`src/rtl/sdio_master_pkg.sv`:
```
// Shared definitions for the 3-wire SDIO master: FSM encoding, turnaround
// length and command-word layout, used by both the RTL and its bench.
package sdio_master_pkg;

  typedef enum logic [2:0] {
    ST_IDLE  = 3'd0,
    ST_SETUP = 3'd1,
    ST_CMD   = 3'd2,
    ST_TURN  = 3'd3,
    ST_DATA  = 3'd4,
    ST_HOLD  = 3'd5
  } state_e;

  // Turnaround length in bit times (sclk held low, pad released).
  localparam int TURN_BITS = 1;

  // Command word is {rnw, addr}: rnw travels first on the wire.
  localparam bit CMD_RNW_FIRST = 1'b1;

endpackage

```
`src/rtl/sdio_tick.sv`:
```
// Half-period timebase: down-counter that strobes on the last cycle of each
// sclk half-period, qualified into a sample strobe and a bit-end strobe.
module sdio_tick #(
  parameter int CLK_DIV = 4
) (
  input  logic clk_i,
  input  logic rst_i,
  input  logic en_i,
  input  logic phase_i,
  output logic half_o,
  output logic sample_o,
  output logic bit_o
);

  logic [7:0] cnt_q, cnt_d;

  assign half_o   = en_i && (cnt_q == 8'd0);
  assign sample_o = half_o && !phase_i;
  assign bit_o    = half_o && phase_i;

  // Held at reload while disabled so every phase starts on a fresh half.
  always_comb begin
    cnt_d = cnt_q - 8'd1;
    if (!en_i || half_o) begin
      cnt_d = 8'(CLK_DIV - 1);
    end
  end

  always_ff @(posedge clk_i) begin
    if (rst_i) begin
      cnt_q <= 8'(CLK_DIV - 1);
    end else begin
      cnt_q <= cnt_d;
    end
  end

endmodule

```
`src/rtl/sdio_master.sv`:
```
// 3-wire SDIO master: shifts {rnw, addr} then writes or reads one data word
// over a single bidirectional pad driven through an IOBUF (T/I/O).
module sdio_master
  import sdio_master_pkg::*;
#(
  parameter int CLK_DIV = 4,
  parameter int ABITS   = 7,
  parameter int DBITS   = 8
) (
  input  logic             clk_i,
  input  logic             rst_i,
  input  logic             start_i,
  input  logic             rnw_i,
  input  logic [ABITS-1:0] addr_i,
  input  logic [DBITS-1:0] wdat_i,
  output logic             busy_o,
  output logic             done_o,
  output logic [DBITS-1:0] rdat_o,
  output logic             sclk_o,
  output logic             csn_o,
  output logic             sdt_o,
  output logic             sdo_o,
  input  logic             sdi_i
);

  localparam int CW = ABITS + 1;
  localparam int SW = CW + DBITS;

  state_e           state_q, state_d;
  logic [SW-1:0]    sh_q, sh_d;
  logic [DBITS-1:0] rx_q, rx_d, rdat_q, rdat_d;
  logic [15:0]      bit_q, bit_d;
  logic             rnw_q, rnw_d, hi_q, hi_d, done_q, done_d;
  logic             half, sample, bit_end;

  sdio_tick #(.CLK_DIV(CLK_DIV)) u_tick (
    .clk_i   (clk_i),
    .rst_i   (rst_i),
    .en_i    (state_q != ST_IDLE),
    .phase_i (hi_q),
    .half_o  (half),
    .sample_o(sample),
    .bit_o   (bit_end)
  );

  always_comb begin
    state_d = state_q;
    sh_d    = sh_q;
    rx_d    = rx_q;
    rdat_d  = rdat_q;
    bit_d   = bit_q;
    rnw_d   = rnw_q;
    hi_d    = hi_q;
    done_d  = 1'b0;
    case (state_q)
      ST_IDLE: begin
        if (start_i) begin
          rnw_d   = rnw_i;
          sh_d    = CMD_RNW_FIRST ? {rnw_i, addr_i, wdat_i} : {addr_i, rnw_i, wdat_i};
          rx_d    = '0;
          bit_d   = '0;
          hi_d    = 1'b0;
          state_d = ST_SETUP;
        end
      end
      ST_SETUP: begin
        if (half) state_d = ST_CMD;
      end
      ST_CMD: begin
        if (half) hi_d = ~hi_q;
        if (bit_end) begin
          sh_d  = {sh_q[SW-2:0], 1'b0};
          bit_d = bit_q + 16'd1;
          if (bit_q == 16'(CW - 1)) begin
            bit_d   = '0;
            state_d = rnw_q ? ST_TURN : ST_DATA;
          end
        end
      end
      ST_TURN: begin
        if (half) hi_d = ~hi_q;
        if (bit_end) begin
          bit_d = bit_q + 16'd1;
          if (bit_q == 16'(TURN_BITS - 1)) begin
            bit_d   = '0;
            state_d = ST_DATA;
          end
        end
      end
      ST_DATA: begin
        if (half) hi_d = ~hi_q;
        // Sampled on the last low cycle so the slave has a full half to settle.
        if (sample && rnw_q) rx_d = {rx_q[DBITS-2:0], sdi_i};
        if (bit_end) begin
          sh_d  = {sh_q[SW-2:0], 1'b0};
          bit_d = bit_q + 16'd1;
          if (bit_q == 16'(DBITS - 1)) begin
            bit_d   = '0;
            state_d = ST_HOLD;
          end
        end
      end
      ST_HOLD: begin
        if (half) begin
          state_d = ST_IDLE;
          done_d  = 1'b1;
          if (rnw_q) rdat_d = rx_q;
        end
      end
      default: state_d = ST_IDLE;
    endcase
  end

  always_ff @(posedge clk_i) begin
    if (rst_i) begin
      state_q <= ST_IDLE;
      sh_q    <= '0;
      rx_q    <= '0;
      rdat_q  <= '0;
      bit_q   <= '0;
      rnw_q   <= 1'b0;
      hi_q    <= 1'b0;
      done_q  <= 1'b0;
    end else begin
      state_q <= state_d;
      sh_q    <= sh_d;
      rx_q    <= rx_d;
      rdat_q  <= rdat_d;
      bit_q   <= bit_d;
      rnw_q   <= rnw_d;
      hi_q    <= hi_d;
      done_q  <= done_d;
    end
  end

  // Pad control decodes straight from state so csn/sdt can never disagree.
  always_comb begin
    sdt_o = 1'b1;
    sdo_o = 1'b0;
    case (state_q)
      ST_SETUP, ST_CMD: begin
        sdt_o = 1'b0;
        sdo_o = sh_q[SW-1];
      end
      ST_DATA: begin
        sdt_o = rnw_q;
        sdo_o = !rnw_q && sh_q[SW-1];
      end
      ST_HOLD: sdt_o = rnw_q;
      default: sdt_o = 1'b1;
    endcase
  end

  assign busy_o = (state_q != ST_IDLE);
  assign csn_o  = (state_q == ST_IDLE);
  assign sclk_o = hi_q && ((state_q == ST_CMD) || (state_q == ST_DATA));
  assign done_o = done_q;
  assign rdat_o = rdat_q;

endmodule

```
`config.mk`:
```
export PLATFORM = sky130hd
export DESIGN_NAME = sdio_master
export DESIGN_NICKNAME = d
export VERILOG_FILES = /design/src/rtl/sdio_master_pkg.sv /design/src/rtl/sdio_tick.sv /design/src/rtl/sdio_master.sv
export SDC_FILE = /design/constraint.sdc
export NUM_CORES = 1
export LEC_CHECK = 0
export BUFFER_PORTS_ARGS = -buffer_cell sky130_fd_sc_hd__buf_2
export CAP_MARGIN = 20
export CORE_UTILIZATION = 50
export CTS_CLUSTER_DIAMETER = 60
export DETAILED_ROUTE_END_ITERATION = 10
export GPL_TIMING_DRIVEN = 0
export PLACE_DENSITY = 0.74
export SLEW_MARGIN = 25
export SYNTH_ARGS = -nofsm -noshare
export SYNTH_HDL_FRONTEND = slang
export SYNTH_HIERARCHICAL = 1
export SYNTH_SLANG_ARGS = --single-unit
```
`constraint.sdc`:
```
create_clock -name clk_i -period 3.15 [get_ports clk_i]
set_clock_uncertainty 0.05 [all_clocks]
set_input_delay 0.315 -clock clk_i [delete_from_list [all_inputs] [get_ports clk_i]]
set_output_delay 0.315 -clock clk_i [all_outputs]
set_load 0.02 [all_outputs]
```
==> impl_metrics.toml <==
[setup_path]
cpPeakStageDelay_ns = 0.34
cp_data_required_time_ns = 3.32
path_cells = "buf_2, buf_2, nor3_2, inv_1, nand3_1, nor2_2, and3_1, clkbuf_1, nor2_1, buf_4, o21ai_2, nor2_1"
critPathMaxFanout = 10
timing_worst_setup_path_type = "reg2reg"
endpoint_kind = "register"
arrival_ns = 2.99
slowest_stage = "o21ai_2"
start_kind = "register"
path_delay_family = "buffers and inverters"
cp_num_buf_inv = 5

[grt]
grt_max_degree = 13
grt_pass1_vias = 2534
grt_overflow = 0
grtUsageTotal_pct = 22.4
grt_pass1_wl_um = 11200
antenna_found_initial = 0

[timing]
slew_viol_final = 0
slew_headroom_pct = 61.9
min_period_ns = 2.82
fmax_mhz = 354
setup_slack_ns = 0.328
finalSetupViolCount = 0
worst_pin_slew_ns = 0.569
rsz0062_at_grt = "no"
hold_violations = 0
finalCritPeriodShare_pct = 89.6

[synth]
synth.cell_area_um2 = 3100
syn_area_per_cell_um2 = 8.59
yosysTopAreaCellShare_pct = 40.0
yosysMostFrequentCell = "dfxtp_1"
syn_inst = 361
yosys-top-cells-area = "dfxtp_1 (40%), mux2i_1 (7.4%), nor2_1 (5.7%)"
synth_edf_count = 0
synth-seq-area-share_pct = 40.0
synth_top_cell_by_area = "dfxtp_1"
ys_ff_latch = 62
synth_cell_types = 53
yosysWarnings = 6
synthFlopType = "dfxtp_1"
synth-async-reset-ratio_pct = 0
syn-num-nets = 386
synth_common_cells = "dfxtp_1 (62), nor2_1 (47), a21oi_1 (25), mux2i_1 (23), nand3_1 (22)"

[clock_tree]
cts_made_buffers = 9
path_clk_slew_ns = 0.07
clk_latency_ns = 0.34
cts_root_buf = "clkbuf_8"
cts_tree = "built"
cts_buffer_depth = 2
htree_levels = 3
clock-sinks = 62

[finish]
n_fill_cell = 532
postLayoutCoreUtil_pct = 60.5
final_cell_area_um2 = 3600
drive_gt1_share_pct = 18.8
multi_input_area_um2 = 1720
nets = 430
n_antenna_cell = 0
synthToLayoutAreaGrowth_pct = 16.2
seqCellArea_um2 = 1240

[route]
wl_per_cell_um = 14.2
via_count = 2768
firstDrtPassIters = 4
drtIter0Drc = 135
viasPerCell = 5.71
remaining_drc_errors = 0
routed_wl_um = 6900
drtAntennaViolNets = 0

[place]
routabilityCongestion = 0.860
placed_area_um2 = 3360
preCtsSetupSlack_ns = -0.0850
detailedPlacementHpwl_um = 4780
port_buffers = 33

[power]
power_leakage_nw = 1.37
max-vdd-ir-drop_v = 0.000349
p_per_area_nw_per_um2 = 503
power.total_mw = 1.81

[die]
die_x_um = 80.8
ioPinCount = 34
die_y_um = 80.8
core.rowCount = 28
die_area_um2 = 6520
coreArea_um2 = 5960
start_util_pct = 52.1

[status]
status = "complete, no violations"

[flow_run]
maxCapViolations = 0

[worst_hold_path]
min_path_type = "in2reg"
==> state kept, by name (all words and copies together) (netlist names) <==
| signal | cells |
|---|---|
| sh_q | 16 |
| u_tick/cnt_q | 8 |
| rx_q | 8 |
| rdat_o | 8 |
| hi_q | 1 |
| bit_q | 16 |
| rnw_q | 1 |
| done_o | 1 |
| state_q | 3 |
==> metal layers <==
metal / up-vias / GRT usage [%] / part of all wire [%]
li1: 1392 / - / -
met3: 15 / 5.73 / 3.7
met5: - / 0 / 0
met4: 0 / 11.6 / 2.2
met2: 53 / 35.4 / 47
met1: 1308 / 28.1 / 47
==> tightest hold or removal path, stage by stage <==
cell,delay [ns]
buf_2,0.10
nand3_1,0.06
a21oi_1,0.06
==> report_power, final <==
group	internal, mW	total (mW)	switching [mW]
logic	0.0744	0.207	0.133
registers	0.815	0.835	0.0199
clock network	0.447	0.770	0.322
==> final cells by class <==
class,count,area share (%)
Sequential cell,62,34.4
Inverter,16,1.67
Clock inverter,7,2.74
Clock buffer,9,3.44
Tap cell,75,2.60
Multi-Input combinational cell,263,47.7
Buffer,20,2.78
Timing Repair Buffer,33,4.58
==> layout by cell type, fill, tap and decap left out, types with 8 or more instances in the layout <==
cell	Yosys	routed
dfxtp_1	62	62
nor2_1	47	46
buf_2	9	42
a21oi_1	25	25
mux2i_1	23	23
nand3_1	22	22
nand2_1	21	21
inv_1	15	15
a211oi_1	16	15
nand4_1	11	11
clkbuf_8	0	9
nand2b_1	8	8
==> path summary, 6_finish.rpt <==
kind	from	end	slack, ns	depth (start not counted)
worst min-delay path	sdi_i	rx_q[0]	0.18	3
worst max-delay path	state_q[1]	bit_q[7]	0.33	12
worst min register to register	u_tick/cnt_q[0]	u_tick/cnt_q[0]	0.39	1
worst max register to register	state_q[1]	bit_q[7]	0.33	12
==> logic make-up after synthesis <==
kind of cell	Yosys count	share of synthesized area, %
xor+xnor	12	3.39
mux	23	7.42
flops	62	40.0
simple gates	146	24.8
fa+ha+maj	5	2.02
compound gates	77	17.3
buf+inv	36	5.08
==> metrics by stage <==
| step | setup TNS (ns) | hold slack (ns) | std cells |
|---|---|---|---|
| after global routing | 0 | 0.205 | 485 |
| after global placement | -0.0608 | 0.363 | 469 |
| after floorplan | 0 | 0.341 | 361 |
| after CTS | 0 | 0.176 | 485 |
| final | 0 | 0.180 | 485 |
| after detailed placement | -0.861 | 0.386 | 469 |
==> what timing repair did <==
item,CTS,global route
endpoints found under the setup margin,24,27
buffers inserted,0,0
hold buffers,0,0
pin swaps,0,0
gates resized for setup,2,4
cloned,0,0
Power figures use the tool's default switching activity.
